<file path="config.mk">
export PLATFORM = sky130hd
export DESIGN_NAME = cp_sched
export DESIGN_NICKNAME = d
export VERILOG_FILES = /design/src/rtl/cp_sched_pkg.sv /design/src/rtl/cp_skid.sv /design/src/rtl/cp_sched.sv
export SDC_FILE = /design/constraint.sdc
export NUM_CORES = 1
export LEC_CHECK = 0
export BUFFER_PORTS_ARGS = -buffer_cell sky130_fd_sc_hd__buf_2
export CAP_MARGIN = 25
export CORE_ASPECT_RATIO = 1.5
export CORE_MARGIN = 2
export CORE_UTILIZATION = 60
export DETAILED_ROUTE_END_ITERATION = 16
export GPL_ROUTABILITY_DRIVEN = 0
export HOLD_SLACK_MARGIN = 0.1
export PLACE_DENSITY_LB_ADDON = 0.08
export SLEW_MARGIN = 20
export SYNTH_ARGS = -nofsm -noshare
export SYNTH_HDL_FRONTEND = slang
export SYNTH_SLANG_ARGS = --single-unit
</file>
<file path="constraint.sdc">
create_clock -name clk -period 4.7 [get_ports clk]
set_input_delay 0.47 -clock clk [delete_from_list [all_inputs] [get_ports clk]]
set_output_delay 0.47 -clock clk [all_outputs]
set_load 0.02 [all_outputs]
</file>
<file path="src/rtl/cp_sched_pkg.sv">
// cp_sched_pkg: guard-ratio codes, guard-length helper and scheduler state set
package cp_sched_pkg;

    localparam logic [1:0] G_1_4  = 2'd0;
    localparam logic [1:0] G_1_8  = 2'd1;
    localparam logic [1:0] G_1_16 = 2'd2;
    localparam logic [1:0] G_1_32 = 2'd3;

    typedef enum logic [1:0] {IDLE, RUN, DRAIN, REL} state_t;

    function automatic int clogb2(input int v);
        int r = 0;
        for (int i = 0; i < 31; i++)
            if ((1 << i) < v) r = i + 1;
        return r;
    endfunction

    function automatic int tg_len(input int n, input logic [1:0] g);
        return g == G_1_4  ? n >> 2 :
               g == G_1_8  ? n >> 3 :
               g == G_1_16 ? n >> 4 : n >> 5;
    endfunction

endpackage

</file>
<file path="src/rtl/cp_skid.sv">
// cp_skid: two-entry valid/ready buffer; out_data is always the head entry
module cp_skid #(
    parameter int w = 34
) (
    input  logic         clk,
    input  logic         reset,
    input  logic         in_valid,
    input  logic [w-1:0] in_data,
    input  logic         out_ready,
    output logic         out_valid,
    output logic [w-1:0] out_data,
    output logic [1:0]   count
);

    logic [w-1:0] q1;
    logic         pop;

    assign pop       = out_valid & out_ready;
    assign out_valid = count != 2'd0;

    // head/second-entry update; the head only changes when empty or popped
    always_ff @(posedge clk or posedge reset) begin
        if (reset) begin
            count    <= 2'd0;
            out_data <= '0;
            q1       <= '0;
        end else begin
            if (count == 2'd0 || (count == 2'd1 && pop)) begin
                if (in_valid) out_data <= in_data;
            end else if (pop) begin
                out_data <= q1;
            end
            if (in_valid && ((count == 2'd1 && !pop) || (count == 2'd2 && pop)))
                q1 <= in_data;
            count <= count + {1'b0, in_valid} - {1'b0, pop};
        end
    end

endmodule

</file>
<file path="src/rtl/cp_sched.sv">
// cp_sched: reads a resident OFDM symbol with its cyclic prefix and streams it out
module cp_sched
    import cp_sched_pkg::*;
#(
    parameter int num_sz = 16,
    parameter int fft_n  = 256,
    parameter int aw     = clogb2(fft_n)
) (
    input  logic                clk,
    input  logic                reset,
    input  logic                load,
    input  logic [1:0]          param_g,
    input  logic                sym_valid,
    output logic                sym_done,
    output logic                rd_en,
    output logic [aw-1:0]       rd_addr,
    input  logic [2*num_sz-1:0] rd_data,
    output logic [2*num_sz-1:0] out_data,
    output logic                out_valid,
    input  logic                out_ready,
    output logic                out_first,
    output logic                out_last
);

    localparam int cw = aw + 1;
    localparam int dw = 2 * num_sz;
    localparam int sw = dw + 2;

    state_t        state;
    logic [1:0]    g;
    logic [1:0]    pend_g;
    logic          pend;
    logic [cw-1:0] remaining;
    logic [cw-1:0] tg;
    logic          first_pend;
    logic          rd_v;
    logic          rd_first;
    logic          rd_last;
    logic [sw-1:0] skid_q;
    logic [1:0]    skid_cnt;
    logic          pop;

    assign tg        = cw'(tg_len(fft_n, g));
    assign pop       = out_valid & out_ready;
    // a slot freed by this cycle's transfer may be reused, keeping the stream gap-free
    assign rd_en     = (state == RUN) && ((int'(skid_cnt) + int'(rd_v) - int'(pop)) < 2);
    assign out_data  = skid_q[dw-1:0];
    assign out_last  = skid_q[dw];
    assign out_first = skid_q[dw+1];

    // symbol scheduler: guard capture, address/count sequencing and release handshake
    always_ff @(posedge clk or posedge reset) begin
        if (reset) begin
            state      <= IDLE;
            g          <= G_1_4;
            pend       <= 1'b0;
            pend_g     <= G_1_4;
            rd_addr    <= '0;
            remaining  <= '0;
            first_pend <= 1'b0;
            sym_done   <= 1'b0;
        end else begin
            sym_done <= 1'b0;
            if (load && state != IDLE) begin
                pend   <= 1'b1;
                pend_g <= param_g;
            end
            unique case (state)
                IDLE: begin
                    if (load) g <= param_g;
                    if (sym_valid) begin
                        state      <= RUN;
                        rd_addr    <= aw'(fft_n) - aw'(tg);
                        remaining  <= cw'(fft_n) + tg;
                        first_pend <= 1'b1;
                    end
                end
                RUN: begin
                    if (rd_en) begin
                        rd_addr    <= rd_addr + aw'(1);
                        remaining  <= remaining - cw'(1);
                        first_pend <= 1'b0;
                        if (remaining == cw'(1)) state <= DRAIN;
                    end
                end
                DRAIN: begin
                    if (pop && out_last) begin
                        state    <= REL;
                        sym_done <= 1'b1;
                    end
                end
                REL: begin
                    state <= IDLE;
                    pend  <= 1'b0;
                    if (load) g <= param_g;
                    else if (pend) g <= pend_g;
                end
            endcase
        end
    end

    // read-in-flight tracking; flags ride alongside the returning sample
    always_ff @(posedge clk or posedge reset) begin
        if (reset) begin
            rd_v     <= 1'b0;
            rd_first <= 1'b0;
            rd_last  <= 1'b0;
        end else begin
            rd_v     <= rd_en;
            rd_first <= first_pend;
            rd_last  <= remaining == cw'(1);
        end
    end

    cp_skid #(.w(sw)) u_skid (
        .clk      (clk),
        .reset    (reset),
        .in_valid (rd_v),
        .in_data  ({rd_first, rd_last, rd_data}),
        .out_ready(out_ready),
        .out_valid(out_valid),
        .out_data (skid_q),
        .count    (skid_cnt)
    );

endmodule

</file>
== Yosys cells after proc, flatten, opt, wreduce, memory -nomap -nowiden ==
Cells that the tools add are included.
Cells by class
  magnitude comparators: 1
  mux-type cells: 28
  shift operators: 0
  multipliers: 0
  reductions and logical operators: 23
  div/mod/pow operators: 0
  eq/ne operators: 15
  add/subtract/negate cells: 8
  bitwise gates (word level): 1
Operators by type and width (number)
  $mux 34: 3
  $mux 9: 2
  $pmux 9 s2: 1
  $mux 8: 2
  $pmux 8 s2: 1
  $mux 2: 7
  $reduce_bool 2->1: 6
  $ne 2x2->1 const B: 5
  $add 9x7->9 const A: 1
  $eq 9x1->1 const B: 1
  $sub 9x1->9 const B: 1
  $add 8x1->8 const B: 1
  $eq 2x2->1 const B: 4
  $pmux 2 s4: 1
  $sub 1x7->8 const A: 1
  $logic_and 1x1->1: 7
  $mux 7: 1
  $eq 2x1->1 const B: 3
  $logic_not 2->1: 3
  $mux 1: 6
  $mux 6: 1
  $reduce_and 3->1: 2
  $mux 5: 1
  $lt 4x3->1 const B: 1
  other kinds (13): 14
Storage, ports and cells
  bits of input ports: 39
  latch bits: 0
  bits in read-only memories: 0
  memories: 0
  memory bits (writable): 0
  bits in registers: 99

== Logic depth before layout (Yosys ltp) ==
Gate-level depths: netlist (run 1).
  depth in word-level cells: 7
  mapped depth: 10
  mapped depth without buffers: 9

== Cells and area by module ==
A second synthesis (run 1) with hierarchy kept.
Second synthesis, totals
  cell total of the unflattened synthesis: 481
  area, all modules: 4989.8 um^2
Modules (own cells, without submodules)
  cp_skid: area each 3159.3 um^2, instances 1, seq. area each 1751.7 um^2, cells each 284
  cp_sched: area each 1830.5 um^2, instances 1, seq. area each 725.7 um^2, cells each 197

== Least setup slack after synthesis (run 1) ==
OpenSTA, ideal clock, no wires.
  kind: input to output
  start point: input port out_ready
  end point: output port rd_en
  data arrival time: 2.125 ns
  setup slack: 2.105 ns
  stages: 9
  data required time: 4.230 ns
  path through: nand2b_1 o21ai_0 ha_1 inv_1 fa_1 xnor2_2 a21oi_1 buf_2 nor2_1
On the way
  cells in the longest elaborated chain, start to end: 4
Ends and longest elaborated chain
  start: declaration: line cp_sched.sv:20  | input logic out_ready,
  $and 1x1->1: line cp_sched.sv:44  | assign pop = out_valid & out_ready;
  $sub 3x1->4: line cp_sched.sv:46  | assign rd_en = (state == RUN) && ((int'(skid_cnt) + int'(rd_v) - int'(pop)) < 2);
  $lt 4x3->1: line cp_sched.sv:46
  $logic_and 1x1->1: line cp_sched.sv:46
  end: declaration: line cp_sched.sv:15  | output logic rd_en,
Every way passes these cells.

== Worst setup path after layout (run 1) ==
  start point: register u_skid.count[0]
  end point: output port rd_en
On the way
  cells in the longest elaborated chain, start to end: 5
  elaborated cells on any way between the ends: 6
Ends and longest elaborated chain
  start: declaration: line cp_skid.sv:12  | output logic [1:0] count
  start signal: assignment: line cp_skid.sv:35  | count <= count + {1'b0, in_valid} - {1'b0, pop};
  parallel branches: the longest is 2 deep, another holds $add 2x1->3
  $sub 3x1->4 *: line cp_sched.sv:46
  $lt 4x3->1 *: line cp_sched.sv:46
  $logic_and 1x1->1 *: line cp_sched.sv:46
Mark *: on every way between the ends.

==> flow_summary.toml, run 1 <==
[sta]
fin_crit_ns = 3.03
slew_violations = 0
finalHoldViolations = 0
hold_ws_ns = 0.215
setup_tns_ns = 0
worst_pin_slew_ns = 0.921
layout_setup_ws_ns = 1.67
finalSetupViolations = 0
rsz0062_at_grt = "no"
clock.fmax_mhz = 330
period_share_pct = 64.5
finClkSkew_ns = 0.00395
relSlewSlack_pct = 38.6

[synthesis]
yosysWarnings = 0
synth_area_sq_um = 4700
ys_seq_area_share_pct = 52.7
synth_area_leader_cell = "dfrtp_1"
synthCells = 443
synth.most_common_cell = "dfrtp_1"
ys_top_cells_by_count = "dfrtp_1 (99), nand2_1 (54), o21ai_0 (47)"
async_flop_share_pct = 100
ys_types = 54
synth_seq_cells = 99
syn-num-nets = 494
netlist_top_cells_area = "dfrtp_1 (53%), mux2_2 (8.4%), o21ai_0 (5.0%)"
synth_edf_count = 0
dominantRegCellSynth = "dfrtp_1"
avgSynthCellArea_sq_um = 10.6
yosysTopAreaCellShare_pct = 52.7

[worst_setup_path]
rr_startpoint = "u_skid.count[0]"
rr_worst_depth = 8
crit_arrival_ns = 2.56
path_max_fanout = 11
regToRegSetupSlack_ns = 2.09
worstReg2RegEnd = "remaining[3]"
startpoint_type = "flip-flop"
worst-setup-path-type = "reg2out"
endpoint_kind = "output port"
cp.required_ns = 4.23

[power_and_ir_drop]
finalPower_mw = 4.13
cellLeakagePower_nw = 2.58
p_per_area_nw_per_um2 = 753
peakVddDrop_uv = 515

[cts]
root_buffer = "clkbuf_16"
cts_setup_buffers = 0
clk_transition_reported_paths_ns = 0.06
post_cts_resized = 0
max-clock-path-buffers = 2
hold_buffers = 0
cts_buffers = 9
clock_latency_ns = 0.33
htreeDepth = 3
cts_sinks = 99
cts_tree = "built"

[placed_design]
io_buffers = 83
post-place-ws_ns = 1.78
dp_hpwl_um = 6980

[global_route]
globalRouteTotalUtil_pct = 26.2
grt_pass1_vias = 3745
antenna_found_initial = 0
grt_max_degree = 51
grt_pass1_wl_um = 17800
overflow = 0

[floorplan]
rows = 39
die_area_sq_um = 8570
die_h_um = 112
ios = 84
die_x_um = 76.3
start_util_pct = 61.7
core_region_area_sq_um = 7610

[routing]
first_iter_violations = 246
wl_um = 10400
vias = 3699
antenna_left = 0
wl_per_cell_um = 16.7
drt-pass1-iter-count = 4
route.detailed.drc = 0
viasPerCell = 5.95

[layout]
multi_input_area_sq_um = 2050
n_antenna_cell = 0
fillers = 579
drive_gt1_share_pct = 28.3
nets = 568
regArea_sq_um = 2480
synthToLayoutAreaGrowth_pct = 16.8

[flow_run]
drv_cap = 0

[hold_path]
hold_path_class = "in2async"

[run_status]
status = "complete, no violations"
==> worst max path at each step <==
stage	from	endpoint	slack, ns	depth (start not counted)
detailed placement	out_ready	rd_en	1.78	11
global route	u_skid.count[1]	rd_en	1.49	8
CTS	u_skid.count[0]	rd_en	1.67	9
global placement	out_ready	rd_en	1.87	11
floorplan	reset	first_pend	1.64	1
finish	u_skid.count[0]	rd_en	1.67	9
==> critical path, cell delays in order (launching register included) <==
cell and delay, ns:
dfrtp_1 0.42, o21ai_0 0.22, ha_1 0.20, inv_1 0.06
fa_1 0.40, xnor2_2 0.26, a21oi_1 0.11, buf_4 0.20
nor2_1 0.16, buf_2 0.20
==> layout make-up <==
type / count / share of cell area [%]
sequential: 99 / 45.1
multi-input combinational: 300 / 37.3
timing repair buffer: 90 / 8.89
clock buffer: 11 / 4.42
tap: 102 / 2.33
inverter: 17 / 1.21
clock inverter: 3 / 0.730
==> metal layers <==
layer  global-route usage, %  part of all wire [%]
met5                       0                     0
met1                    31.9                    40
met4                    11.4                   2.0
met2                    45.0                    54
met3                    5.47                   4.8
==> cells in the final DEF (no fill, tap or decap), types with 3 or more instances in the layout <==
cell type,count
clkbuf_16,9
o21ai_0,47
o211ai_1,8
nand3_1,7
mux2i_1,4
o22ai_1,36
and2_1,5
nor3_1,6
a21oi_1,5
mux2_2,35
dfrtp_1,99
ha_1,11
nand2b_1,4
nand2_1,54
buf_4,6
inv_1,15
or3_1,3
nor2_1,15
nand4_1,6
a31oi_1,4
buf_2,83
nor2b_1,4
nor4_1,5
mux2_1,3
==> registers in the layout, indices dropped and copies added, names as in the netlist <==
name	count
first_pend	1
g	2
pend	1
pend_g	2
rd_addr	8
rd_first	1
rd_last	1
rd_v	1
remaining	9
state	2
sym_done	1
u_skid.count	2
u_skid.out_data	34
u_skid.q1	34
==> cell families (layout without fill, tap and decap cells) <==
group	count (synthesis)	count (layout)	share of synthesized area, %
flip-flops	99	99	52.7
multiplexers	43	43	10.2
AO/OA/AOI/OAI	127	127	17.3
buffers and inverters	44	121	4.31
AND/OR/NAND/NOR	117	117	11.8
XOR/XNOR	1	1	0.346
adder cells (fa/ha/maj)	12	12	3.35
==> power by group <==
group          internal (mW)  total, mW  switching [mW]
clock network          0.419      0.707           0.288
registers               1.24       1.51           0.270
logic                  0.732       1.92            1.19
total                   2.39       4.13            1.75
==> metrics by stage <==
step	cell area, sq um	std cells	util, %
finish	5490	622	72.1
global route	5490	622	72.1
CTS	5480	622	72.0
detailed placement	5200	608	68.3
global placement	5170	607	67.9
floorplan	4700	443	-
Power figures use the tool's default switching activity.
==> inputs of run 2 (changes only) <==
--- a/config.mk
+++ b/config.mk
@@ -9,7 +9,7 @@
 export CAP_MARGIN = 25
 export CORE_ASPECT_RATIO = 1.5
 export CORE_MARGIN = 2
-export CORE_UTILIZATION = 60
+export CORE_UTILIZATION = 56
 export DETAILED_ROUTE_END_ITERATION = 16
 export GPL_ROUTABILITY_DRIVEN = 0
 export HOLD_SLACK_MARGIN = 0.1
==> constraint.sdc (replaced) <==
create_clock -name clk -period 3 [get_ports clk]
set_input_delay 0.3 -clock clk [delete_from_list [all_inputs] [get_ports clk]]
set_output_delay 0.3 -clock clk [all_outputs]
set_load 0.02 [all_outputs]
==> run 2 against run 1 <==
Flip-flop and latch count stayed put. Core utilization is 3.2 points lower. Register-to-register slack worse by 1.7 ns. Cell count is 1.8% higher. Largest power group unchanged. Highest routed layer unchanged.
==> flow_summary.toml, run 2 (same netlist as run 1, synthesis figures left out) <==
[sta]
fin_crit_ns = 2.79
finalSetupViolations = 0
setup_tns_ns = 0
worst_pin_slew_ns = 0.637
finClkSkew_ns = 0.00502
rsz0062_at_grt = "no"
relSlewSlack_pct = 57.5
finalHoldViolations = 0
clock.fmax_mhz = 358
period_share_pct = 93.2
slew_violations = 0

[worst_setup_path]
cp_top_family = "adder cells"
path_max_fanout = 5
path_cells = "nand2_1 -> o21ai_0 -> ha_1 -> inv_1 -> fa_1 -> xnor2_2 -> a21oi_1 -> nor2_1 -> buf_2"
slowest_stage = "dfrtp_2"
worst-setup-path-type = "reg2out"
startpoint_type = "flip-flop"
slowest_delay_ns = 0.43
endpoint_kind = "output port"
cp.required_ns = 2.70
crit_arrival_ns = 2.49
worst-path-buf-inv = 2

[layout]
fin_area_sq_um = 5550
drive_gt1_share_pct = 29.2
layout_common_cells = "dfrtp_1 (98), buf_2 (83), nand2_1 (54)"
multi_input_area_sq_um = 2030
n_antenna_cell = 0
regArea_sq_um = 2480
synthToLayoutAreaGrowth_pct = 18.2
finalNonFillerCells = 633
final_common_cell = "dfrtp_1"
utilization_pct = 68.9
nets = 575
fillers = 654
reg_top3 = "u_skid.out_data: 34 flops, u_skid.q1: 34 flops, remaining: 9 flops"

[cts]
cts_tree = "built"
clock_latency_ns = 0.33
clk_transition_reported_paths_ns = 0.06
cts_sinks = 99
max-clock-path-buffers = 2
htreeDepth = 3
root_buffer = "clkbuf_16"
cts_buffers = 9

[global_route]
grt_pass1_vias = 3605
grt_pass1_wl_um = 17100
grt_max_degree = 59
antenna_found_initial = 0
globalRouteTotalUtil_pct = 23.9
overflow = 0

[placed_design]
place_area_sq_um = 5250
dp_hpwl_um = 7060
dp_cells = 616
io_buffers = 83

[flow_run]
drv_cap = 0

[power_and_ir_drop]
p_per_area_nw_per_um2 = 1180
peakVddDrop_uv = 650
cellLeakagePower_nw = 2.61

[routing]
antenna_left = 0
viasPerCell = 5.86
wl_um = 10300
vias = 3710
route.detailed.drc = 0
wl_per_cell_um = 16.2
drt-pass1-iter-count = 4
first_iter_violations = 249

[floorplan]
die_area_sq_um = 9160
die_h_um = 116
rows = 40
start_util_pct = 58.3
die_x_um = 78.8
ios = 84
core_region_area_sq_um = 8060

[run_status]
status = "complete, no violations"

[hold_path]
hold_path_class = "in2reg"
==> run 2: cell types whose count changed in the layout (fill, tap and decap cells not counted) <==
cell / delta
buf_12: +3
buf_16: -1
buf_4: +4
clkbuf_8: -1
clkinvlp_4: +2
dfrtp_1: -1
dfrtp_2: +1
dlygate4sd3_1: +1
mux2i_1: +1
mux2i_4: -1
==> run 2: final timing paths <==
kind                       slack, ns  depth (start not counted)            start            end
setup / recovery                0.21                          9  u_skid.count[1]          rd_en
hold / removal                  0.20                          2      rd_data[29]  u_skid.q1[29]
setup reg to reg                0.35                          9  u_skid.count[1]     rd_addr[5]
hold reg to reg                 0.39                          0       first_pend       rd_first
max in group asynchronous       1.74                          4            reset  u_skid.q1[17]
min in group asynchronous       0.57                          3            reset  u_skid.q1[10]
==> run 2: stage by stage <==
step,worst slack (ns),total power [mW],hold WS [ns]
finish,0.205,6.54,0.197
global route,0.0536,7.04,0.193
CTS,0.0465,6.55,0.190
detailed placement,0.242,5.43,0.377
global placement,0.411,5.31,0.370
floorplan,0.110,4.52,0.348
==> run 2: area by class of cell <==
cell class	instances	area share, %
flip-flops and latches	99	44.6
multi-input cells	300	36.6
repair buffers	97	10.1
clock buffers	10	4.12
well taps	105	2.37
inverters	17	1.19
clock inverters	5	0.991
==> run 2: layer usage <==
metal / vias up / part of all wire [%] / wire, um / track usage [%]
li1: 1782 / - / - / -
met1: 1808 / 41 / 4250 / 29.4
met2: 105 / 52 / 5320 / 41.7
met3: 15 / 4.8 / 498 / 4.10
met4: 0 / 2.1 / 214 / 9.82
met5: - / 0 / 0 / 0
==> run 2: what timing repair did <==
action / in CTS / in global routing
endpoints found under the setup margin: 0 / 1
hold buffers: 1 / 0
buffers inserted: 0 / 1
gates resized for setup: 0 / 1
hold endpoints to repair: 41 / 0
==> run 2: worst register-to-register path, cell delays in order (launching register included) <==
cell and delay (ns):
dfrtp_2 0.43, nand2_1 0.08, o21ai_0 0.18, ha_1 0.22, inv_1 0.07, fa_1 0.40
xnor2_2 0.22, a21o_1 0.51, o2111ai_1 0.21, a31o_2 0.23
==> run 2: where the power goes <==
group	total, mW	internal [mW]	switching [mW]
registers	2.35	1.94	0.413
logic	3.08	1.22	1.85
clock network	1.11	0.639	0.475
total	6.54	3.80	2.74
==> inputs of run 3 (changes only) <==
--- a/config.mk
+++ b/config.mk
@@ -9,7 +9,7 @@
 export CAP_MARGIN = 25
 export CORE_ASPECT_RATIO = 1.5
 export CORE_MARGIN = 2
-export CORE_UTILIZATION = 56
+export CORE_UTILIZATION = 60
 export DETAILED_ROUTE_END_ITERATION = 16
 export GPL_ROUTABILITY_DRIVEN = 0
 export HOLD_SLACK_MARGIN = 0.1
==> constraint.sdc (replaced) <==
create_clock -name clk -period 3.3 [get_ports clk]
set_input_delay 0.33 -clock clk [delete_from_list [all_inputs] [get_ports clk]]
set_output_delay 0.33 -clock clk [all_outputs]
set_load 0.02 [all_outputs]
==> run 3 against run 2 <==
First-iteration DRC count decreased by 1.6%. Non-clock buffer count decreased by 2. Clock skew decreased by 0.00073 ns. Global-route usage increased by 2.0 points. Setup slack improved by 0.082 ns. Die area decreased by 6.4%. Routed wire length increased by 2.1%. Sequential share of layout area increased by 0.16 points. Worst hold slack improved by 0.038 ns. Clock-buffer cell count increased by 3. Combinational power decreased by 10%. Critical path type unchanged. Largest power group unchanged.
==> flow_summary.toml, run 3 (same netlist as run 1, synthesis figures left out) <==
[placed_design]
place_area_sq_um = 5210
dp_cells = 612
io_buffers = 83
dp_hpwl_um = 7180

[sta]
finClkSkew_ns = 0.00430
worst_pin_slew_ns = 0.585
finalHoldViolations = 0
rsz0062_at_grt = "no"
fin_crit_ns = 3.01
period_share_pct = 91.3
slew_violations = 0
clock.fmax_mhz = 332
setup_tns_ns = 0
finalSetupViolations = 0
relSlewSlack_pct = 60.2

[routing]
first_iter_violations = 245
wl_um = 10500
vias = 3724
drt-pass1-iter-count = 4
antenna_left = 0
route.detailed.drc = 0
wl_per_cell_um = 16.7
viasPerCell = 5.92

[hold_path]
hold_path_class = "in2reg"

[floorplan]
rows = 39
die_area_sq_um = 8570
ios = 84
start_util_pct = 61.7
core_region_area_sq_um = 7610
die_x_um = 76.3
die_h_um = 112

[layout]
nets = 573
n_antenna_cell = 0
finalNonFillerCells = 629
multi_input_area_sq_um = 2040
layout_common_cells = "dfrtp_1 (99), buf_2 (83), nand2_1 (54)"
fin_area_sq_um = 5530
drive_gt1_share_pct = 29.0
reg_top3 = "u_skid.out_data: 34 flops, u_skid.q1: 34 flops, remaining: 9 flops"
final_common_cell = "dfrtp_1"
synthToLayoutAreaGrowth_pct = 17.7
regArea_sq_um = 2480
fillers = 573

[worst_setup_path]
path_max_fanout = 11
endpoint_kind = "output port"
crit_arrival_ns = 2.68
startpoint_type = "flip-flop"
worst-setup-path-type = "reg2out"
cp.required_ns = 2.97

[global_route]
grt_max_degree = 46
overflow = 0
antenna_found_initial = 0
grt_pass1_vias = 3782
globalRouteTotalUtil_pct = 25.8
grt_pass1_wl_um = 17700

[cts]
max-clock-path-buffers = 2
htreeDepth = 3
hold_buffers = 1
cts_tree = "built"
cts_buffers = 9
cts_setup_buffers = 0
clk_transition_reported_paths_ns = 0.06
clock_latency_ns = 0.34
cts_sinks = 99
root_buffer = "clkbuf_16"
post_cts_resized = 0

[power_and_ir_drop]
p_per_area_nw_per_um2 = 1080
finalPower_mw = 5.99
cellLeakagePower_nw = 2.59
peakVddDrop_uv = 627

[run_status]
status = "complete, no violations"

[flow_run]
drv_cap = 0
## run 3: critical path, stage by stage, from the launching register on
cell and delay (ns):
dfrtp_1 0.48, nand2_1 0.12, o21ai_0 0.18, ha_1 0.19
inv_1 0.06, fa_1 0.40, xnor2_2 0.26, a21oi_1 0.12
buf_4 0.20, nor2_1 0.14, buf_2 0.19
## run 3: routing by layer
metal  global-route usage, %  part of all wire (%)  routed length, um  vias to the layer above
met5                       0                     0                  0                        -
met4                    11.2                   2.7                287                        0
met3                    4.74                   3.8                401                       25
met2                    46.0                    53               5530                      103
met1                    30.6                    41               4280                     1822
li1                        -                     -                  -                     1774
## run 3: cell type report
| cell class | instances | area share (%) |
|---|---|---|
| well taps | 102 | 2.31 |
| flip-flops and latches | 99 | 44.8 |
| multi-input cells | 300 | 36.8 |
| repair buffers | 95 | 9.18 |
| clock inverters | 3 | 0.814 |
| clock buffers | 13 | 4.89 |
| inverters | 17 | 1.20 |
## run 3: metrics by stage
step | hold slack, ns | setup WS, ns | utilization (%)
finish | 0.235 | 0.287 | 72.7
detailed placement | 0.369 | 0.574 | 68.4
CTS | 0.225 | 0.255 | 72.7
floorplan | 0.348 | 0.380 | -
global route | 0.226 | 0.123 | 72.7
global placement | 0.363 | 0.709 | 68.4
## run 3: path summary, 6_finish.rpt
path / startpoint / end / slack [ns] / cells past startpoint
max: u_skid.count[1] / rd_en / 0.29 / 10
min: rd_data[31] / u_skid.q1[31] / 0.24 / 2
max reg2reg: u_skid.count[1] / rd_addr[5] / 0.57 / 9
min reg2reg: first_pend / rd_first / 0.38 / 0
max in group asynchronous: reset / u_skid.out_data[31] / 1.90 / 4
min in group asynchronous: reset / u_skid.q1[5] / 0.60 / 3
## run 3: power breakdown
group | switching [mW] | internal (mW)
Combinational | 1.70 | 1.06
Clock | 0.431 | 0.650
Sequential | 0.390 | 1.76
Total | 2.52 | 3.47
